## config.mk

```make
export PLATFORM = sky130hd
export DESIGN_NAME = dmem_arbiter
export DESIGN_NICKNAME = d
export VERILOG_FILES = /design/src/rtl/dmem_pkg.sv /design/src/rtl/dmem_arb_pick.sv /design/src/rtl/dmem_arbiter.sv
export SDC_FILE = /design/constraint.sdc
export NUM_CORES = 1
export LEC_CHECK = 0
export ABC_AREA = 0
export CAP_MARGIN = 20
export CORE_AREA = 3 3 94 96
export CTS_BUF_LIST = sky130_fd_sc_hd__clkbuf_4 sky130_fd_sc_hd__clkbuf_8
export DETAILED_ROUTE_END_ITERATION = 8
export DIE_AREA = 0 0 97 99
export HOLD_SLACK_MARGIN = 0.15
export PLACE_DENSITY = 0.8
export SYNTH_ARGS = -nofsm -noshare
export SYNTH_HDL_FRONTEND = slang
export SYNTH_SLANG_ARGS = --single-unit
```

## constraint.sdc

```tcl
create_clock -name CLK -period 2 [get_ports CLK]
set_clock_uncertainty 0.2 [all_clocks]
set_input_delay 0.4 -clock CLK [delete_from_list [all_inputs] [get_ports CLK]]
set_output_delay 0.4 -clock CLK [all_outputs]
set_load 0.01 [all_outputs]
```

## src/rtl/dmem_pkg.sv

```systemverilog
// dmem_pkg
//   Shared types and constants for the data-memory arbiter slice.
//   - DADDR_W / DDATA_W : memory address and data widths.
//   - CNT_W / CNT_MAX   : width and saturation value of the burst counter.
//   - dmem_req_t        : one requester's access (rw, addr, wdata).
//   - dmem_src_t        : requester identity (core = 0, loader = 1).
//   - dmem_arb_state_t  : the arbiter's registered state, also driven out
//                         on the debug port of dmem_arbiter.
package dmem_pkg;

    localparam int DADDR_W = 10;
    localparam int DDATA_W = 32;
    localparam int CNT_W   = 4;
    localparam logic [CNT_W-1:0] CNT_MAX = 4'd15;

    typedef struct packed {
        logic               rw;     // 1 = write, 0 = read
        logic [DADDR_W-1:0] addr;
        logic [DDATA_W-1:0] wdata;
    } dmem_req_t;

    typedef enum logic {
        REQ_CORE   = 1'b0,
        REQ_LOADER = 1'b1
    } dmem_src_t;

    typedef struct packed {
        dmem_src_t          owner;      // last requester granted
        logic [CNT_W-1:0]   owner_cnt;  // consecutive grants to owner
        logic               rd_pend;    // read issued last cycle
        dmem_src_t          rd_tag;     // who issued that read
        logic               cold;       // no grant since reset
    } dmem_arb_state_t;

endpackage

```

## src/rtl/dmem_arb_pick.sv

```systemverilog
// dmem_arb_pick
//   Combinational grant decision for the two-port data-memory arbiter.
//   Ports:
//     req0, req1 : in  request lines of core (0) and loader (1)
//     owner      : in  requester that currently holds the burst
//     owner_cnt  : in  consecutive grants already given to owner
//     gnt        : out one-hot grant vector (bit K = requester K), or 0
module dmem_arb_pick
    import dmem_pkg::*;
#(
    parameter int MAX_BURST = 4
) (
    input  logic             req0,
    input  logic             req1,
    input  dmem_src_t        owner,
    input  logic [CNT_W-1:0] owner_cnt,
    output logic [1:0]       gnt
);

    localparam logic [CNT_W-1:0] BURST_LIM = CNT_W'(MAX_BURST);

    always_comb begin
        gnt = 2'b00;
        if (req0 && req1) begin
            // Owner keeps the path until it has used up its burst allowance.
            if (owner_cnt < BURST_LIM) begin
                gnt = (owner == REQ_CORE) ? 2'b01 : 2'b10;
            end else begin
                gnt = (owner == REQ_CORE) ? 2'b10 : 2'b01;
            end
        end else if (req0) begin
            gnt = 2'b01;
        end else if (req1) begin
            gnt = 2'b10;
        end
    end

endmodule

```

## src/rtl/dmem_arbiter.sv

```systemverilog
// dmem_arbiter
//   Shares the single data-memory path between the core data port
//   (requester 0) and the program/data loader (requester 1). One access per
//   cycle; grants are combinational; read data comes back one cycle after
//   the read strobe and is steered to the requester that issued the read.
//   Consecutive grants under contention are bounded by MAX_BURST (1..15).
//
//   Handshake: a requester holds reqK/rwK/addrK/wdataK stable until gntK is
//   seen high in the same cycle; that cycle is the access. Dropping reqK
//   before a grant abandons the request. rvalidK is a one-cycle pulse with
//   no back-pressure; rdataK is 0 whenever rvalidK is low.
//
//   Ports:
//     CLK, RESET_N           system clock, asynchronous active-low reset
//     req*/rw*/addr*/wdata*  requester access inputs
//     gnt0/gnt1              grant, combinational
//     rvalid*/rdata*         read response per requester
//     daddr/d_rw/ddata_w     access to the memory controller (0 when idle)
//     d_req                  access strobe, high exactly when a grant is
//     ddata_r                read data from memory, one cycle after d_req
//     dbg_state              registered arbiter state
module dmem_arbiter
    import dmem_pkg::*;
#(
    parameter int MAX_BURST = 4
) (
    input  logic                 CLK,
    input  logic                 RESET_N,
    input  logic                 req0,
    input  logic                 rw0,
    input  logic [DADDR_W-1:0]   addr0,
    input  logic [DDATA_W-1:0]   wdata0,
    input  logic                 req1,
    input  logic                 rw1,
    input  logic [DADDR_W-1:0]   addr1,
    input  logic [DDATA_W-1:0]   wdata1,
    output logic                 gnt0,
    output logic                 gnt1,
    output logic                 rvalid0,
    output logic                 rvalid1,
    output logic [DDATA_W-1:0]   rdata0,
    output logic [DDATA_W-1:0]   rdata1,
    output logic [DADDR_W-1:0]   daddr,
    output logic                 d_rw,
    output logic [DDATA_W-1:0]   ddata_w,
    output logic                 d_req,
    input  logic [DDATA_W-1:0]   ddata_r,
    output dmem_arb_state_t      dbg_state
);

    dmem_arb_state_t state_q;
    dmem_arb_state_t state_d;
    dmem_req_t       req0_s;
    dmem_req_t       req1_s;
    dmem_req_t       sel;
    dmem_src_t       gnt_src;
    dmem_src_t       pick_owner;
    logic [1:0]      gnt;

    assign req0_s = '{rw: rw0, addr: addr0, wdata: wdata0};
    assign req1_s = '{rw: rw1, addr: addr1, wdata: wdata1};

    // The reset owner (loader) marks the loader as last served, so the core
    // must win the first contention after reset. Until the first grant the
    // core is presented as owner to the picker.
    assign pick_owner = state_q.cold ? REQ_CORE : state_q.owner;

    dmem_arb_pick #(
        .MAX_BURST (MAX_BURST)
    ) u_pick (
        .req0      (req0),
        .req1      (req1),
        .owner     (pick_owner),
        .owner_cnt (state_q.owner_cnt),
        .gnt       (gnt)
    );

    assign gnt_src = dmem_src_t'(gnt[1]);
    assign sel     = gnt[1] ? req1_s : req0_s;

    // State register
    always_ff @(posedge CLK or negedge RESET_N) begin
        if (!RESET_N) begin
            state_q <= '{owner: REQ_LOADER, owner_cnt: '0, rd_pend: 1'b0,
                         rd_tag: REQ_CORE, cold: 1'b1};
        end else begin
            state_q <= state_d;
        end
    end

    // Next-state logic
    always_comb begin
        state_d = state_q;
        if (gnt != 2'b00) begin
            state_d.cold = 1'b0;
            if (gnt_src == state_q.owner) begin
                if (state_q.owner_cnt != CNT_MAX) begin
                    state_d.owner_cnt = state_q.owner_cnt + 4'd1;
                end
            end else begin
                state_d.owner     = gnt_src;
                state_d.owner_cnt = 4'd1;
            end
            state_d.rd_pend = !sel.rw;
            if (!sel.rw) begin
                state_d.rd_tag = gnt_src;
            end
        end else begin
            state_d.owner_cnt = '0;
            state_d.rd_pend   = 1'b0;
        end
    end

    // Output logic
    always_comb begin
        gnt0    = gnt[0];
        gnt1    = gnt[1];
        d_req   = gnt != 2'b00;
        daddr   = '0;
        d_rw    = 1'b0;
        ddata_w = '0;
        if (d_req) begin
            daddr   = sel.addr;
            d_rw    = sel.rw;
            ddata_w = sel.wdata;
        end
        rvalid0 = state_q.rd_pend && (state_q.rd_tag == REQ_CORE);
        rvalid1 = state_q.rd_pend && (state_q.rd_tag == REQ_LOADER);
        rdata0  = rvalid0 ? ddata_r : '0;
        rdata1  = rvalid1 ? ddata_r : '0;
    end

    assign dbg_state = state_q;

endmodule

```

==> flow_metrics.env <==
export IMPL_status="finished with violations"
export IMPL_violations="negative setup slack"
export IMPL_fin_ws_ns=-0.521
export IMPL_finalCriticalPeriod_ns=2.52
export IMPL_cts_tree="built"
export IMPL_worst_endpoint_required_ns=1.40
export IMPL_ys_warnings_count=0
export IMPL_dp_hpwl_mm=7.02
export IMPL_avgRoutedWirePerCell_um=17.0
export IMPL_synth_nets=305
export IMPL_gp_congestion=0.808
export IMPL_power_frac_clock_pct=7.7
export IMPL_cell_internal_pwr_mw=1.49
export IMPL_met2RoutedLength_mm=4.79
export IMPL_ff2ff_path_depth=7
export IMPL_slowest_stage="dfstp_2"
export IMPL_grt_setup_unrepaired="true"
export IMPL_reg2reg_slack_ns=0.19
export IMPL_numCtsBuffers=3
export IMPL_synth_top_cell_area_share_pct=28.0
export IMPL_p_seq_share_pct=10.0
export IMPL_power_density_mw_per_mm2=641
export IMPL_die_x_um=97
export IMPL_slew_viol_final=0
export IMPL_wl_met3_um=683
export IMPL_max_freq_mhz=397
export IMPL_worstReg2RegStart="dbg_state[0]$_DFFE_PN1N_"
export IMPL_htreeDepth=1
export IMPL_top_layer="met4"
export IMPL_max_cap_violations=0
export IMPL_critPathMostFrequentCell="buf_6"
export IMPL_antenna_found_initial=0
export IMPL_syn_instance_count=182
export IMPL_drive_above_1_share_pct=29.8
export IMPL_tightest_slew_ns=0.385
export IMPL_multi_input_area_mm2=0.00108
export IMPL_path_class="flip-flop to output pin"
export IMPL_die_area_mm2=0.00960
export IMPL_ys_ff_latch=8
export IMPL_cp_start_kind="flip-flop"
export IMPL_p_leak_nw=1.99
export IMPL_clock_sinks=8
export IMPL_synth_top_area_cell="a22o_1"
export IMPL_finalCritPeriodShare_pct=126
export IMPL_worstSetupEndpointType="output pin"
export IMPL_fin_nets=564
export IMPL_slowest_delay_ns=0.52
export IMPL_antenna_left=0
export IMPL_hp_class="input pin to async pin"
export IMPL_clk_latency_ns=0.23
export IMPL_synth_area_leaders="a22o_1 28%, and2_1 15%, and3_1 14%, dfrtp_1 11%, buf_6 4.8%"
export IMPL_drc=0
export IMPL_grt_pass1_wl_mm=13.6
export IMPL_drt_met1_wl_mm=3.73
export IMPL_hold_viol=0
export IMPL_vias_per_cell=4.53
export IMPL_post_place_ws_ns=-0.748
export IMPL_drt_wl_total_mm=9.27
export IMPL_holdWs_ns=0.264
export IMPL_synth_distinct_cells=30
export IMPL_seq_area_um2=205
export IMPL_start_util_pct=17.3
export IMPL_reg2reg_to="dbg_state[7]$_DFFE_PN1P_"
export IMPL_switching_share_pct=40.7
export IMPL_synth_area_mm2=0.00141
export IMPL_area_growth_pct=179
export IMPL_ios=242
export IMPL_crit_path_cell_trace="and2b_4 > xnor2_4 > buf_6 > a21oi_4 > buf_6 > buf_12 > a22o_1 > buf_2"
export IMPL_grt_pass1_vias=2441
export IMPL_grt_usage_pct=17.1
export IMPL_critPathMaxFanout=8
export IMPL_finalSetupViolCount=45
export IMPL_drtPass1Iterations=4
export IMPL_cts_root_buffer="clkbuf_8"
export IMPL_syn_area_per_cell_um2=7.74
export IMPL_crit_arrival_ns=1.92
export IMPL_num_vias=2463
export IMPL_ys_seq_area_share_pct=14.4
export IMPL_pwr_share_comb_pct=82.3
export IMPL_cts_buffer_depth=2
export IMPL_die_h_um=99
export IMPL_grt_overflow=0
export IMPL_power_switching_mw=1.02
export IMPL_antenna_cells=0
export IMPL_rows=33
export IMPL_design_core_area_mm2=0.00813
export IMPL_final_fill_count=765
export IMPL_irDropWorstVdd_v=0.000818
export IMPL_maxSlewHeadroom_pct=74.2
export IMPL_drt_iter0_drc=57
export IMPL_clkTransAtPathRegs_ns=0.04
export IMPL_largest_register_ffs=8
export IMPL_io_buffers=241
export IMPL_grt_max_degree=35
export IMPL_cts_hold_fix_buffers=0
-- what timing repair did --
action | 4_1_cts | 5_1_grt
endpoints found under the setup margin | 116 | 105
buffers inserted | 6 | 6
resized for setup | 355 | 63
pin swaps | 3 | 7
cloned | 4 | 2
-- power by group through the flow --
stage                     clock, mW  sequential [mW]  combinational [mW]
after floorplan                   0            0.270               0.853
after global placement            0            0.238                2.02
after detailed placement          0            0.242                2.05
after CTS                     0.198            0.250                2.06
after global routing          0.212            0.256                2.21
final                         0.193            0.252                2.07
-- metal layers --
layer / track usage [%] / up-vias
met4: 1.51 / 0
met2: 31.4 / 124
li1: - / 1192
met1: 21.0 / 1141
met3: 4.39 / 6
met5: 0 / -
-- synthesized netlist by cell type --
library cell and count:
a211oi_1 2, a21o_1 1, a21oi_1 2, a21oi_4 1, a22o_1 45, a31oi_1 2, and2_1 33, and2b_4 1
and3_1 32, buf_2 4, buf_6 6, clkbuf_1 10, dfrtp_1 6, dfstp_2 2, ha_1 1, inv_1 5
mux2i_1 1, nand2_1 5, nand2b_1 1, nand3_1 2, nand3b_1 1, nor2_1 8, nor2_4 1, nor2b_1 1
nor3_1 1, o21a_1 1, o21ai_0 4, o32ai_1 1, xnor2_4 1, xor2_1 1
-- cell usage in the layout, fill, tap and decap left out, drive strengths merged --
cell,count
nand3,2
a21oi,3
and3,32
clkdlybuf4s15,29
a211oi,2
nand2b,1
o21a,1
nor2b,1
buf,108
nand3b,1
nor2,9
clkbuf,10
and2b,1
dfstp,2
ha,1
inv,5
a22o,45
a31oi,2
o32ai,1
dfrtp,6
nand2,5
mux2i,1
nor3,1
clkdlybuf4s50,124
o21ai,4
xor2,1
dlygate4sd2,5
xnor2,1
a21o,1
and2,33
dlymetal6s2s,1
-- logic make-up (layout without fill, tap and decap cells) --
logic type | after synthesis | in the layout | synth area share [%]
compound gates | 59 | 59 | 34.9
xor+xnor | 2 | 2 | 2.58
fa+ha+maj | 1 | 1 | 0.888
buf+inv | 25 | 282 | 10.2
flops | 8 | 8 | 14.4
mux | 1 | 1 | 0.711
simple gates | 86 | 86 | 36.3
-- worst max path at each step --
stage | end | start | slack [ns] | cells past startpoint
2_1_floorplan | daddr[1] | dbg_state[0]$_DFFE_PN1N_ | -0.20 | 6
3_3_place_gp | ddata_w[28] | req0 | -0.72 | 6
3_5_place_dp | ddata_w[28] | req0 | -0.75 | 6
4_1_cts | ddata_w[28] | dbg_state[0]$_DFFE_PN1N_ | -0.58 | 7
5_1_grt | ddata_w[13] | dbg_state[0]$_DFFE_PN1N_ | -0.62 | 8
6_report | ddata_w[13] | dbg_state[0]$_DFFE_PN1N_ | -0.52 | 8
-- worst max-delay path: cells and delay by family, from the launching register on --
family	cells	cell delay, ns
AND/OR/NAND/NOR	1	0.20
AO/OA/AOI/OAI	2	0.33
buffers and inverters	4	0.52
flip-flops	1	0.52
XOR/XNOR	1	0.13
-- per-stage QoR --
step	std cells	power [mW]	setup TNS (ns)	instance area (um2)	util [%]
after detailed placement	526	2.29	-41.43	4000	49.2
after CTS	539	2.51	-21.70	3950	48.5
after floorplan	182	1.12	-7.99	1410	-
final	544	2.51	-20.63	3920	48.2
after global placement	526	2.26	-39.39	4000	49.2
after global routing	544	2.68	-24.96	3920	48.2
-- area by class of cell --
type	count	share of cell area, %
Clock buffer	3	1.05
Inverter	5	0.478
Multi-Input combinational cell	149	27.5
Sequential cell	8	5.23
Tap cell	105	3.35
Timing Repair Buffer	274	62.4
Power figures use the tool's default switching activity.
